**config.mk**
```make
export PLATFORM = sky130hd
export DESIGN_NAME = cpu_scheduler
export DESIGN_NICKNAME = d
export VERILOG_FILES = /design/src/rtl/cpu_scheduler.sv
export SDC_FILE = /design/constraint.sdc
export NUM_CORES = 1
export LEC_CHECK = 0
export ABC_AREA = 0
export CAP_MARGIN = 30
export CORE_MARGIN = 3
export CORE_UTILIZATION = 55
export DETAILED_ROUTE_END_ITERATION = 16
export GPL_TIMING_DRIVEN = 0
export PLACE_DENSITY = 0.77
export SLEW_MARGIN = 15
export SYNTH_ARGS = -nofsm -noshare
export SYNTH_HDL_FRONTEND = slang
export SYNTH_SLANG_ARGS = --single-unit
```
**constraint.sdc**
```tcl
create_clock -name clock -period 10.85 [get_ports clock]
set_input_delay 1.6275 -clock clock [delete_from_list [all_inputs] [get_ports clock]]
set_output_delay 1.6275 -clock clock [all_outputs]
set_load 0.02 [all_outputs]
```
**src/rtl/cpu_scheduler.sv**
```systemverilog
// ---------------------------------------------------------------------------
// cpu_scheduler
//
// Paces a CPU against a reference clock and hands the CPU bus to a DMA
// requester between CPU cycles.
//
// Rate pacing
//   A fractional accumulator runs at the reference rate. The CPU gets a
//   running cycle (hold=1) each time the accumulator reaches cur_fref.
//   The effective rate is min(cur_freq, cur_fref). cur_fref==0 means
//   full speed.
//
// Configuration
//   New rates are written into a shadow register pair. They are applied
//   only on a tick, so the pacing phase restarts cleanly.
//
// DMA arbitration
//   RUN -> DRAIN (CPU finishes its bus cycle) -> DMA (grant) -> RUN.
//   After a burst the CPU is owed at least one running cycle before
//   another burst is allowed.
//
// Ports
//   clock      in   system clock, rising edge
//   reset_n    in   synchronous active-low reset
//   cfg_we     in   load cfg_freq/cfg_fref into the shadow registers
//   cfg_freq   in   [7:0] requested CPU rate numerator
//   cfg_fref   in   [7:0] reference rate denominator
//   dma_req    in   DMA requests the bus
//   dma_last   in   final DMA bus cycle (meaningful while dma_grant=1)
//   hold       out  1 = CPU runs this cycle, 0 = CPU held
//   dma_grant  out  1 = DMA owns the bus
//   cfg_pend   out  1 = shadow config waiting to be applied
// ---------------------------------------------------------------------------
module cpu_scheduler (
  input  logic       clock,
  input  logic       reset_n,
  input  logic       cfg_we,
  input  logic [7:0] cfg_freq,
  input  logic [7:0] cfg_fref,
  input  logic       dma_req,
  input  logic       dma_last,
  output logic       hold,
  output logic       dma_grant,
  output logic       cfg_pend
);

  typedef enum logic [1:0] {
    ST_RUN   = 2'd0,
    ST_DRAIN = 2'd1,
    ST_DMA   = 2'd2
  } state_t;

  state_t     state_reg;
  logic [8:0] acc_reg;
  logic [7:0] cur_freq_reg;
  logic [7:0] cur_fref_reg;
  logic [7:0] shadow_freq_reg;
  logic [7:0] shadow_fref_reg;
  logic       owed_reg;

  logic [7:0] fq;
  logic [8:0] acc_sum;
  logic       fref_zero;
  logic       tick;
  logic       stalled;
  logic       owed_eff;

  // acc is always below cur_fref, so acc + fq stays within 9 bits.
  always_comb begin
    fq        = (cur_freq_reg < cur_fref_reg) ? cur_freq_reg : cur_fref_reg;
    acc_sum   = acc_reg + {1'b0, fq};
    fref_zero = (cur_fref_reg == 8'd0);
    tick      = fref_zero || (acc_sum >= {1'b0, cur_fref_reg});
    // A zero rate never produces a running cycle. A debt owed to the CPU
    // could then never be repaid, so it is treated as already paid.
    stalled   = (fq == 8'd0) && !fref_zero;
    owed_eff  = owed_reg && !stalled;
  end

  always_ff @(posedge clock) begin
    if (!reset_n) begin
      state_reg       <= ST_RUN;
      acc_reg         <= 9'd0;
      cur_freq_reg    <= 8'd0;
      cur_fref_reg    <= 8'd0;
      shadow_freq_reg <= 8'd0;
      shadow_fref_reg <= 8'd0;
      owed_reg        <= 1'b0;
      hold            <= 1'b0;
      dma_grant       <= 1'b0;
      cfg_pend        <= 1'b0;
    end else begin
      // A shadow write wins over a same-edge apply. The apply below uses
      // the old shadow value, and pending stays set for the new one.
      if (cfg_we) begin
        shadow_freq_reg <= cfg_freq;
        shadow_fref_reg <= cfg_fref;
        cfg_pend        <= 1'b1;
      end

      case (state_reg)
        ST_RUN: begin
          if (dma_req && !owed_eff) begin
            // Freeze acc and hand over after the CPU drains its bus cycle.
            state_reg <= ST_DRAIN;
            hold      <= 1'b0;
          end else begin
            hold <= tick;
            if (tick || stalled) begin
              owed_reg <= 1'b0;
            end
            if (tick && cfg_pend) begin
              cur_freq_reg <= shadow_freq_reg;
              cur_fref_reg <= shadow_fref_reg;
              acc_reg      <= 9'd0;
              if (!cfg_we) begin
                cfg_pend <= 1'b0;
              end
            end else if (fref_zero) begin
              acc_reg <= 9'd0;
            end else if (tick) begin
              acc_reg <= acc_sum - {1'b0, cur_fref_reg};
            end else begin
              acc_reg <= acc_sum;
            end
          end
        end

        ST_DRAIN: begin
          hold <= 1'b0;
          if (dma_req) begin
            state_reg <= ST_DMA;
            dma_grant <= 1'b1;
          end else begin
            state_reg <= ST_RUN;
          end
        end

        ST_DMA: begin
          // dma_req is deliberately ignored here; only dma_last ends a burst.
          hold <= 1'b0;
          if (dma_last) begin
            state_reg <= ST_RUN;
            dma_grant <= 1'b0;
            owed_reg  <= !stalled;
          end
        end

        default: begin
          state_reg <= ST_RUN;
          hold      <= 1'b0;
          dma_grant <= 1'b0;
        end
      endcase
    end
  end

endmodule

```
==> run summary, run 1 <==
Dividing the synthesized area by the synthesized cell count gives 8.64 um^2. The hold-critical path depth came out at 2. The CTS buffer count is 5.

24 I/O pins were placed. The maximum clock skew at final layout came out at about 0.0076 ns. Summed over all layers, the routed wires come to around 6.5 mm.

The start point of the critical path is cur_fref_reg[2]. Using the TritonRoute via totals, the vias-per-cell ratio works out to 5.53. The routed design could run at a clock period as short as roughly 5.7 ns. After the last flow step, the layout net total stands at 405. The number of hold violations in the final report came to 0. Internal power comes to around 0.00026 W.

The number of max-cap violations is 0. The effective utilization at floorplan came out at 0.585. The wire length per cell after detailed routing came out at about 15 um. The library cell occupying the most area in the post-synthesis netlist is dfxtp_1. The clock-pin slew on the worst setup and hold paths is around 0.1 ns.

Before antenna repair, the detailed router went through 4 iterations. The gate count after technology mapping is 330. The area added between synthesis and finish is 13.5%. The min-delay analysis places its worst path in the category flip-flop to flip-flop.

The period utilization came out at 0.523. At the worst endpoint, the required time is 11.09 ns. The total routing resource utilization after global routing is 0.227. The highest achievable clock rate came out at 176 MHz.

The largest vdd supply drop is about 92 uV. The number of H-tree levels is 2. The number of antenna repair diodes is 0. The unique cell type count in the Yosys netlist is 43.

The non-filler instance count after layout came out at between 400 and 500. The count of buffers from port buffering came out at 21. The clock tree from TritonCTS is done.

The flip-flop count of the largest register, all copies and words added came out at 9. The via count of the first global-routing pass came out at 2415. The relative slew slack is 0.530. The number of DRC violations after detailed routing came out at 0. Of the total power, the share spent switching nets is 0.300. The origin of the critical flop-to-flop path is cur_fref_reg[2]. In this run the critical register-to-register path is captured at cur_fref_reg[7]. The arrival time of the worst setup path is a little under 6 ns. In the final layout, the share of cells above drive strength 1 is 0.0474.

The floorplan has 25 rows. The post-synth net total is around 380. The combined area of all synthesized cells is 2850 um^2. Setup repair after global routing left no endpoint under its margin. At the pin with the least slew margin, the transition time is between 0.7 and 0.8 ns. The part of the power in the clock network came out at 0.302.

The final count of negative-setup-slack endpoints is 0. The sink of the worst hold path is cur_fref_reg[2]. The switching power of the nets is around 0.00011 W.

The tree is rooted in a clkbuf_8. The area of the die came out at ~6000 um^2. The power density of the placed cells came out at 114 nW/um^2.

The core region is 4880 um^2. The main flop type after synthesis is dfxtp_1. The tree built by TritonCTS fans out to 47 sinks. The setup TNS is 0 ns.

nand2_1 is the most common cell in the netlist. The cell occurring most often along the worst timing path is buf_6. The first global-routing pass estimated between 10 and 15 mm of wire. The number of buffers between clock root and the deepest sink came out at 2. The residual antenna-violating net count after detailed routing is 0. The finished cells cover roughly 3200 um^2. The proportion of synthesized chip area in sequential cells came out at 0.330. After clock tree synthesis, the setup repair step added 0 buffers. The quantity of gates resized following cts is 0. STA classifies the critical path startpoint as a flip-flop. The area after detailed placement is approximately 3100 um^2.

The die span in x came out at 78.0 um. The flow ran to the end, and the final reports show no timing, DRC or antenna violations. The chip height came out at 78.0 um. The async set-or-reset flop fraction in the synthesized netlist is 0. The detailed router finished its first iteration with roughly 150 violations. For this design, the slowest cell found on the critical path is a21oi_1. The final HPWL from detailed placement came out at between 4 and 5 mm. By area the synthesized netlist is led by dfxtp_1 33%, mux2i_1 12%, ha_1 11%. By count the netlist is led by 53 x nand2_1, 47 x dfxtp_1, 34 x mux2i_1. The origin of the worst min-delay path is shadow_fref_reg[2]. The critical path goes through inv_1 -> ha_1 -> a211oi_1 -> o21ai_1 -> a21oi_1 -> clkbuf_1 -> o21ai_0 -> fa_1 -> a21oi_1 -> o22ai_1 -> nor2_1 -> xnor2_1 -> ha_1 -> nand4_1 -> o211ai_1 -> nand2b_2 -> nand2b_4 -> buf_6 -> and3_4 -> buf_6 -> buf_6 -> mux2i_1. The combinational cell fraction of total power came out at 0.203. The part of the power in registers is 0.494.

STA classifies the critical path endpoint as a flip-flop. The setup slack on the worst flop-to-flop path is around 5.2 ns. Setup slack on the critical path of the routed design comes to 5.18 ns. Of all nets on the critical path, the largest fanout is 10. The number of enable-type register cells in the synthesized netlist is 0. The count of vias placed by the detailed router is 2356.

The pre-CTS setup slack came out at approximately 5.4 ns. The path depth of the worst reg2reg path came out at 22. The largest stage delay on the critical path came out at around 0.59 ns. The quantity of hold-fixing buffers added after cts is 0. Yosys printed 0 warnings. The fraction of post-synthesis cell area in the top cell type by area came out at 0.330. The instance count after placement with tap cells included came out at about 420. The number of antenna violations at the first check in global routing is 0. The number of max-slew violations in the final report came to 0.

Summed over all layers, the global routing overflow is 0. The maximum number of pins on one net before global-route repair is 17. The number of flip-flops and latches in the synthesized netlist came out at between 40 and 50.

The clock latency on the worst-skew pair is 0.31 ns. Summed over all cells, the static leakage comes to roughly 1.4 nW. The congestion estimate from routability-driven global placement came to approximately 0.9. The critical path is of the flip-flop to flip-flop type.
## layer usage
metal  part of all wire  global-route usage
met2               0.50               0.404
met5                  0                   0
met4              0.016              0.0892
met3              0.032              0.0378
met1               0.46               0.273
## cells in the final DEF, fill, tap and decap left out, types with 2 or more instances in the layout
| cell type | netlist | final |
|---|---|---|
| xor2_1 | 3 | 3 |
| nor4_1 | 4 | 4 |
| o21a_1 | 5 | 5 |
| fa_1 | 2 | 2 |
| a21o_1 | 4 | 4 |
| a211o_1 | 2 | 2 |
| clkdlybuf4s50_1 | 0 | 21 |
| nand4_1 | 2 | 2 |
| nand3_1 | 2 | 2 |
| a31oi_1 | 3 | 3 |
| buf_6 | 3 | 3 |
| xnor2_1 | 8 | 8 |
| ha_1 | 24 | 24 |
| inv_1 | 17 | 17 |
| inv_6 | 0 | 2 |
| nor2b_1 | 6 | 6 |
| mux2i_1 | 34 | 34 |
| mux2_1 | 4 | 4 |
| clkbuf_1 | 10 | 10 |
| nor3_1 | 6 | 6 |
| dfxtp_1 | 47 | 47 |
| a22o_1 | 5 | 5 |
| o21ai_1 | 8 | 8 |
| nand2_1 | 53 | 53 |
| clkbuf_8 | 0 | 5 |
| a32o_1 | 2 | 2 |
| o21bai_1 | 2 | 2 |
| o21ai_0 | 12 | 12 |
| a21oi_1 | 17 | 17 |
| nor2_1 | 29 | 29 |
## kinds of logic after synthesis
group,share of synthesized area
and+or+nand+nor,0.165
AOI/OAI and AO/OA,0.165
DFF,0.330
muxes,0.139
buffers and inverters,0.0474
adders and majority gates,0.119
xor gates and xnor gates,0.0338
## power by group through the flow
| stage | clock, W | combinational, W | sequential, W |
|---|---|---|---|
| detailed placement | 0 | 0.0000739 | 0.000187 |
| floorplan | 0 | 0.0000526 | 0.000187 |
| global route | 0.000121 | 0.0000830 | 0.000184 |
| CTS | 0.000113 | 0.0000750 | 0.000183 |
| finish | 0.000112 | 0.0000754 | 0.000183 |
| global placement | 0 | 0.0000721 | 0.000187 |
## worst max path at each step
stage / to / slack [ns] / cells after the start
detailed placement: cur_freq_reg[5] / 5.38 / 22
global placement: cur_freq_reg[5] / 5.55 / 22
CTS: cur_fref_reg[7] / 5.21 / 22
floorplan: cur_fref_reg[6] / 6.15 / 22
finish: cur_fref_reg[7] / 5.18 / 22
global route: cur_freq_reg[5] / 4.70 / 22
## stage by stage
step	utilization	total power, W	hold WS (ns)
detailed placement	0.645	0.000261	0.453
CTS	0.664	0.000371	0.466
global placement	0.645	0.000259	0.445
finish	0.664	0.000371	0.459
global route	0.664	0.000388	0.484
floorplan	-	0.000239	0.432
## critical path: cells and delay by family (launching register included)
kind                       cells  cell delay, ns
AOI/OAI and AO/OA              7            1.94
adders and majority gates      3            1.17
buffers and inverters          5            0.90
and+or+nand+nor                5            0.88
DFF                            1            0.36
muxes                          1            0.21
xor gates and xnor gates       1            0.12
## final cells by class
class                      instances  area, um^2
buffer                            13        71.3
multi-input combinational        253        1780
timing repair buffer              21         210
inverter                          17        63.8
tap                               67        83.8
sequential                        47         941
clock buffer                       5        68.8
clock inverter                     3        22.5
fill                             431        1640
(Power assumes the default switching activity.)
==> run 2, diff against run 1 <==
Clock period 10.85 ns to 5.6 ns, I/O delays scaled along.
==> run 2 against run 1 <==
Net effect:
- total power grew 95%
- fmax grew 9.0%
- setup slack lost 4.8 ns
- combinational power grew 100%
- sequential power grew 94%
- utilization grew 0.49 points
- clock-buffer cell count is the same
- critical path depth is the same
- via count grew 0.72%
- clock skew shrank 0.00083 ns
- final area grew 0.73%
==> run summary, run 2 (synthesis gave the netlist of run 1 again) <==
The period utilization came out at 0.929 (+0.406). The power density of the placed cells came out at 222 nW/um^2 (+94%). Relative to the synthesized area, the layout overhead comes to 14.3%.

Traced cell by cell, the critical path runs through inv_1 -> ha_1 -> a211oi_1 -> o21ai_1 -> a21oi_4 -> mux2_2 -> ha_1 -> fa_1 -> a21oi_2 -> o22ai_1 -> nor2_1 -> xnor2_1 -> ha_1 -> nand4_1 -> o211ai_1 -> nand2b_2 -> nand2b_4 -> buf_6 -> and3_4 -> buf_6 -> buf_6 -> mux2i_1. The detailed-route vias per instance is 5.56 (+0.49%). The worst setup path is launched from a flip-flop.

The area occupied by multi-input gates is 1790 um^2 (+0.85%). The maximum number of pins on one net before global-route repair came to 17 (unchanged). The number of antenna violations at the first check in global routing came out at 0 (unchanged). The total iterations of the first detailed-routing run came out at 4 (unchanged). Grouping stages by cell kind, the critical path spends the most delay in adder cells. The number of nets in the layout is 406 (+0.25%). The leakage power is 1.37 nW (+0.76%). The clock-pin slew on the worst setup and hold paths was 0.10 ns (about the same). The CTS buffer count came out at 5 (unchanged). The effective utilization at floorplan came to 0.585 (unchanged). The maximum clock skew at final layout came out at 0.00675 ns (-0.000833 ns). The non-filler instance count after layout is 427 (+0.23%).

The number of hold violations in the final report came to 0 (unchanged). The number of max-cap violations is 0 (unchanged). The via count of the first global-routing pass came out at 2413 (-0.083%). The total routing resource utilization after global routing came out at 0.227 (-0.000487). The area of the die came out at 6090 um^2 (unchanged).

The type of the worst min-delay path is flip-flop to flip-flop. The count of buffer and inverter cells on the critical path came to 4 (-1). The number of placed I/O pins was 24 (unchanged). By startpoint and endpoint, the worst setup path is classified as flip-flop to flip-flop.

The clock tree root driver cell is clkbuf_8. The fill cell total of the finished layout is 429 (-0.46%). The final standard cell utilization of the core is 0.668 (+0.00487). The library cell used most frequently in the layout, excluding fill and tap cells, is nand2_1. TritonCTS built the clock tree. The total power consumption of the routed design is 0.000723 W (+95%).

The highest achievable clock rate came out at 192 MHz (+9.0%). The number of DRC violations after detailed-routing iteration 0 was 156 (+6.1%). The clock latency on the worst-skew pair came out at 0.31 ns (about the same). The number of DRC violations after detailed routing came out at 0 (unchanged). The quantity of hold-fixing buffers added after cts is 0 (unchanged). The number of buffers between clock root and the deepest sink was 2 (unchanged). The number of H-tree levels was 2 (unchanged). The sum of routed wire length over all layers is 6.50 mm (about the same). The arrival time of the worst setup path is 5.44 ns (-0.47 ns). The minimum hold slack is 0.461 ns (+0.00178 ns). The area of the core is 4880 um^2 (unchanged). The row count is 25 (unchanged). The run finished with clean final reports. The residual antenna-violating net count after detailed routing came out at 0 (unchanged).

The number of antenna repair diodes came to 0 (unchanged). The maximum fanout along the worst path is 10 (unchanged). The flip-flop count of the largest register, all copies and words added came out at 9 (unchanged). The clock sink count came out at 47 (unchanged). The sequential cell area came out at 941 um^2 (unchanged). The wire length per cell after detailed routing came out at 15.2 um (-0.14%). The routability congestion estimate from global placement is 0.878 (unchanged). The final HPWL from detailed placement came to 4.91 mm (unchanged). The slowest library cell on the worst path is fa_1. The die span in x came out at 78.0 um (unchanged). The final critical-path required period is 5.20 ns (-0.468 ns). The first-pass GRT wire length is 11.0 mm (-0.24%).

The count of vias placed by the detailed router came out at 2373 (+0.72%). The worst setup path is captured at a flip-flop. The critical path data required time is 5.83 ns (-5.26 ns). The relative slew slack came out at 0.539 (+0.00902). The transition at the pin with the smallest max-transition slack was 0.689 ns (-0.0161 ns). The largest stage delay on the critical path came out at 0.43 ns (-0.16 ns).

The count of buffers from port buffering is 21 (unchanged). The final count of negative-setup-slack endpoints came out at 0 (unchanged). The leftover overflow at the end of global routing came to 0 (unchanged). The library cells used most frequently in the layout, excluding fill and tap cells, are 53 x nand2_1, 47 x dfxtp_1, 34 x mux2i_1.

The layout cell share with drive strength beyond 1 is 0.0583 (+0.0110). The number of max-slew violations in the final report came to 0 (unchanged). The chip height came out at 78.0 um (unchanged).

The largest vdd supply drop is 179 uV (+95%). The instance count after placement with tap cells included is 418 (unchanged).
[run 2: cell types whose count changed in the layout (fill, tap and decap cells not counted), sizes merged]
cell  before  now
buf        3    4
[run 2: timing repair]
item                       CTS  global route
setup endpoints to repair   10            21
buffers inserted             0             1
gates resized for setup      1             4
pin swaps                    0             1
[run 2: worst paths after layout]
kind,endpoint,slack (ns),from,depth (start not counted)
setup / recovery,cur_fref_reg[7],0.40,cur_fref_reg[2],22
hold / removal,cur_fref_reg[2],0.46,shadow_fref_reg[2],2
setup reg to reg,cur_fref_reg[7],0.40,cur_fref_reg[2],22
hold reg to reg,cur_fref_reg[2],0.46,shadow_fref_reg[2],2
[run 2: area by class of cell]
class                      count  area share
buffer                        13      0.0222
tap                           67      0.0257
clock buffer                   5      0.0211
sequential                    47       0.288
inverter                      17      0.0196
clock inverter                 3     0.00690
multi-input combinational    253       0.549
timing repair buffer          22      0.0667
[run 2: through the flow]
step / area [um^2] / setup TNS [ns] / setup slack, ns
after detailed placement: 3150 / 0 / 0.129
after global routing: 3260 / -0.0235 / -0.0235
after CTS: 3240 / 0 / 0.157
after floorplan: 2850 / 0 / 0.898
after global placement: 3150 / 0 / 0.296
final: 3260 / 0 / 0.399
[run 2: worst register-to-register path: stages, from the launching register on]
cell      delay, ns
dfxtp_1        0.37
inv_1          0.10
ha_1           0.32
a211oi_1       0.30
o21ai_1        0.17
a21oi_4        0.21
mux2_2         0.36
ha_1           0.22
fa_1           0.43
a21oi_2        0.22
o22ai_1        0.15
nor2_1         0.15
xnor2_1        0.12
ha_1           0.38
nand4_1        0.13
o211ai_1       0.22
nand2b_2       0.24
nand2b_4       0.15
buf_6          0.15
and3_4         0.20
buf_6          0.15
buf_6          0.18
mux2i_1        0.21
[run 2: report_power, final]
part / internal, W / switching, W / leakage, nW
Combinational: 0.0000695 / 0.0000821 / 0.942
Sequential: 0.000346 / 0.00000912 / 0.383
Clock: 0.0000905 / 0.000126 / 0.0489
[run 2: per-layer routing]
layer  GRT usage  wire length [um]  vias up
li1            -                 -     1219
met3      0.0378               181        6
met4      0.0892                66        0
met5           0                 0        -
met2       0.404              3210       38
met1       0.271              3040     1110
==> run 3, diff against run 2 <==
Settings changed: CORE_MARGIN 3 to 2, GPL_ROUTABILITY_DRIVEN from default to 0.
==> run 3 against run 2 <==
Net effect:
- via count grew 0.67%
- setup slack lost 0.0030 ns
- sequential share of layout area down 0.20 points
- register-to-register slack about the same
- global-route usage increased by 0.26 points
- die area shrank 5.1%
- clock power up 24%
- sequential power barely moved
- combinational power shrank 3%
- routed wire length down 4.1%
==> run summary, run 3 (synthesis gave the netlist of run 1 again) <==
The clock sink count came out at 47 (unchanged). STA classifies the critical path startpoint as a flip-flop. The number of H-tree levels is 2 (unchanged). The final instance area came out at 3280 um^2 (+0.69%). Leaving out fill and tap cells, the most frequent cell in the layout is nand2_1. STA classifies the critical path endpoint as a flip-flop. The number of DRC violations after detailed routing came out at 0 (unchanged). The count of vias placed by the detailed router is 2389 (+0.67%). The row count is 26 (+4.0%).

The total routing resource utilization after global routing was 0.229 (+0.00259). The number of max-slew violations in the final report came out at 0 (unchanged). The setup TNS came out at 0 ns (unchanged).

The quantity of hold-fixing buffers added after cts is 0 (unchanged). The maximum clock skew at final layout is 0.00760 ns (+0.000851 ns). The wire length per cell after detailed routing came out at 14.5 um (-4.6%).

The transition at the pin with the smallest max-transition slack is 0.702 ns (+0.0129 ns). The area added between synthesis and finish is 15.1%. The critical path data required time is 5.83 ns (about the same). The arrival time of the worst setup path is 5.44 ns (about the same).

The number of buffers between clock root and the deepest sink came out at 2 (unchanged). The number of hold violations in the final report was 0 (unchanged). The count of buffers from port buffering is 21 (unchanged). The CTS buffer count came to 5 (unchanged).

The clock latency on the worst-skew pair is 0.31 ns (about the same). The detailed-route vias per instance is 5.57 (+0.20%). The flip-flop count of the largest register, all copies and words added came to 9 (unchanged). The final count of negative-setup-slack endpoints came to 0 (unchanged). The quantity of gates resized following cts came out at 0 (-1).

The period utilization is 0.929 (about the same). The relative slew slack is 0.530 (-0.00864). The total iterations of the first detailed-routing run is 4 (unchanged). The final critical-path required period is 5.20 ns (+0.00296 ns). The clock-pin slew on the worst setup and hold paths came to 0.09 ns (about the same). The maximum fanout along the worst path is 10 (unchanged). The number of nets in the layout is 405 (-0.25%). The highest achievable clock rate is 192 MHz (about the same). In the layout the commonest cells are 53 x nand2_1, 47 x dfxtp_1, 34 x mux2i_1. The maximum number of pins on one net before global-route repair came out at 16 (-1). The area of the core was 5040 um^2 (+3.3%). The number of placed I/O pins is 24 (unchanged). The run finished with clean final reports.

The die span in x is 76.0 um (-2.6%). Setup repair after global routing left no endpoint under its margin. The layout cell share with drive strength beyond 1 came out at 0.0529 (-0.00541). The post-CTS setup buffer count is 0 (unchanged). The number of DRC violations after detailed-routing iteration 0 is 125 (-20%). The final HPWL from detailed placement is 4.78 mm (-2.7%).

The number of antenna violations at the first check in global routing is 0 (unchanged). The clock tree from TritonCTS is done. The effective utilization at floorplan was 0.566 (-0.0189).

The number of antenna repair diodes is 0 (unchanged). The largest vdd supply drop is 172 uV (-4.1%). The residual antenna-violating net count after detailed routing came to 0 (unchanged).

The area of the die is 5780 um^2 (-5.1%). The path class of the tightest hold or removal check is flip-flop to flip-flop. The via count of the first global-routing pass is 2341 (-3.0%). The sum of routed wire length over all layers is 6.24 mm (-4.1%). The number of max-cap violations came out at 0 (unchanged). The leakage power was 1.38 nW (+0.52%). The power density of the placed cells came out at 234 nW/um^2 (+5.7%).

The critical path is of the flip-flop to flip-flop type. The area after detailed placement came out at 3150 um^2 (+0.12%). The chip height is 76.0 um (-2.6%).

The leftover overflow at the end of global routing was 0 (unchanged). In this run the clock root is driven by a clkbuf_8. The first-pass GRT wire length is 10.9 mm (-1.6%).
==> run 3: cell count changes in the layout (fill, tap and decap cells not counted) <==
cell / previous run / this run
a21oi_1: 15 / 16
a21oi_2: 1 / 0
buf_4: 1 / 0
bufinv_16: 0 / 1
clkbuf_8: 5 / 6
clkinv_2: 1 / 0
inv_6: 2 / 1
==> run 3: metal layers <==
metal / GRT usage / vias up / part of all wire
met5: 0 / - / 0
met4: 0.0673 / 0 / 0.014
met3: 0.0391 / 11 / 0.035
met2: 0.396 / 41 / 0.49
met1: 0.296 / 1120 / 0.46
li1: - / 1217 / -
==> run 3: final timing paths <==
check	to	cells after the start	start	slack [ns]
worst max-delay path	cur_freq_reg[3]	22	cur_fref_reg[2]	0.40
worst min-delay path	cur_fref_reg[7]	2	shadow_fref_reg[7]	0.46
worst max register to register	cur_freq_reg[3]	22	cur_fref_reg[2]	0.40
worst min register to register	cur_fref_reg[7]	2	shadow_fref_reg[7]	0.46
==> run 3: final cells by class <==
| cell class | count | area [um^2] |
|---|---|---|
| multi-input cells | 253 | 1790 |
| inverters | 17 | 63.8 |
| well taps | 70 | 87.6 |
| clock buffers | 6 | 82.6 |
| flip-flops and latches | 47 | 941 |
| clock inverters | 2 | 38.8 |
| fillers | 453 | 1760 |
| repair buffers | 21 | 210 |
| plain buffers | 13 | 72.6 |
==> run 3: power breakdown <==
group          switching (W)  internal [W]  leakage (nW)
logic              0.0000809     0.0000673         0.936
clock network       0.000120      0.000147        0.0618
registers         0.00000901      0.000346         0.383
==> run 3: worst max-delay path: stages (launching register included) <==
cell,delay (ns)
dfxtp_1,0.36
inv_1,0.08
ha_1,0.29
a211oi_1,0.22
o21ai_1,0.14
a21oi_4,0.29
mux2_2,0.38
ha_1,0.22
fa_1,0.42
a21oi_1,0.28
o22ai_1,0.18
nor2_1,0.14
xnor2_1,0.11
ha_1,0.39
nand4_1,0.14
o211ai_1,0.22
nand2b_2,0.24
nand2b_4,0.15
buf_6,0.15
and3_4,0.19
buf_6,0.14
buf_6,0.18
mux2i_1,0.21
==> run 3: through the flow <==
| step | utilization | std cells | hold WS [ns] | total power, W | setup WS, ns |
|---|---|---|---|---|---|
| after global routing | 0.651 | 429 | 0.489 | 0.000808 | 0.0335 |
| final | 0.651 | 429 | 0.464 | 0.000770 | 0.396 |
| after floorplan | - | 330 | 0.432 | 0.000464 | 0.898 |
| after global placement | 0.625 | 421 | 0.446 | 0.000502 | 0.290 |
| after CTS | 0.649 | 429 | 0.462 | 0.000769 | 0.0956 |
| after detailed placement | 0.625 | 421 | 0.451 | 0.000506 | 0.172 |
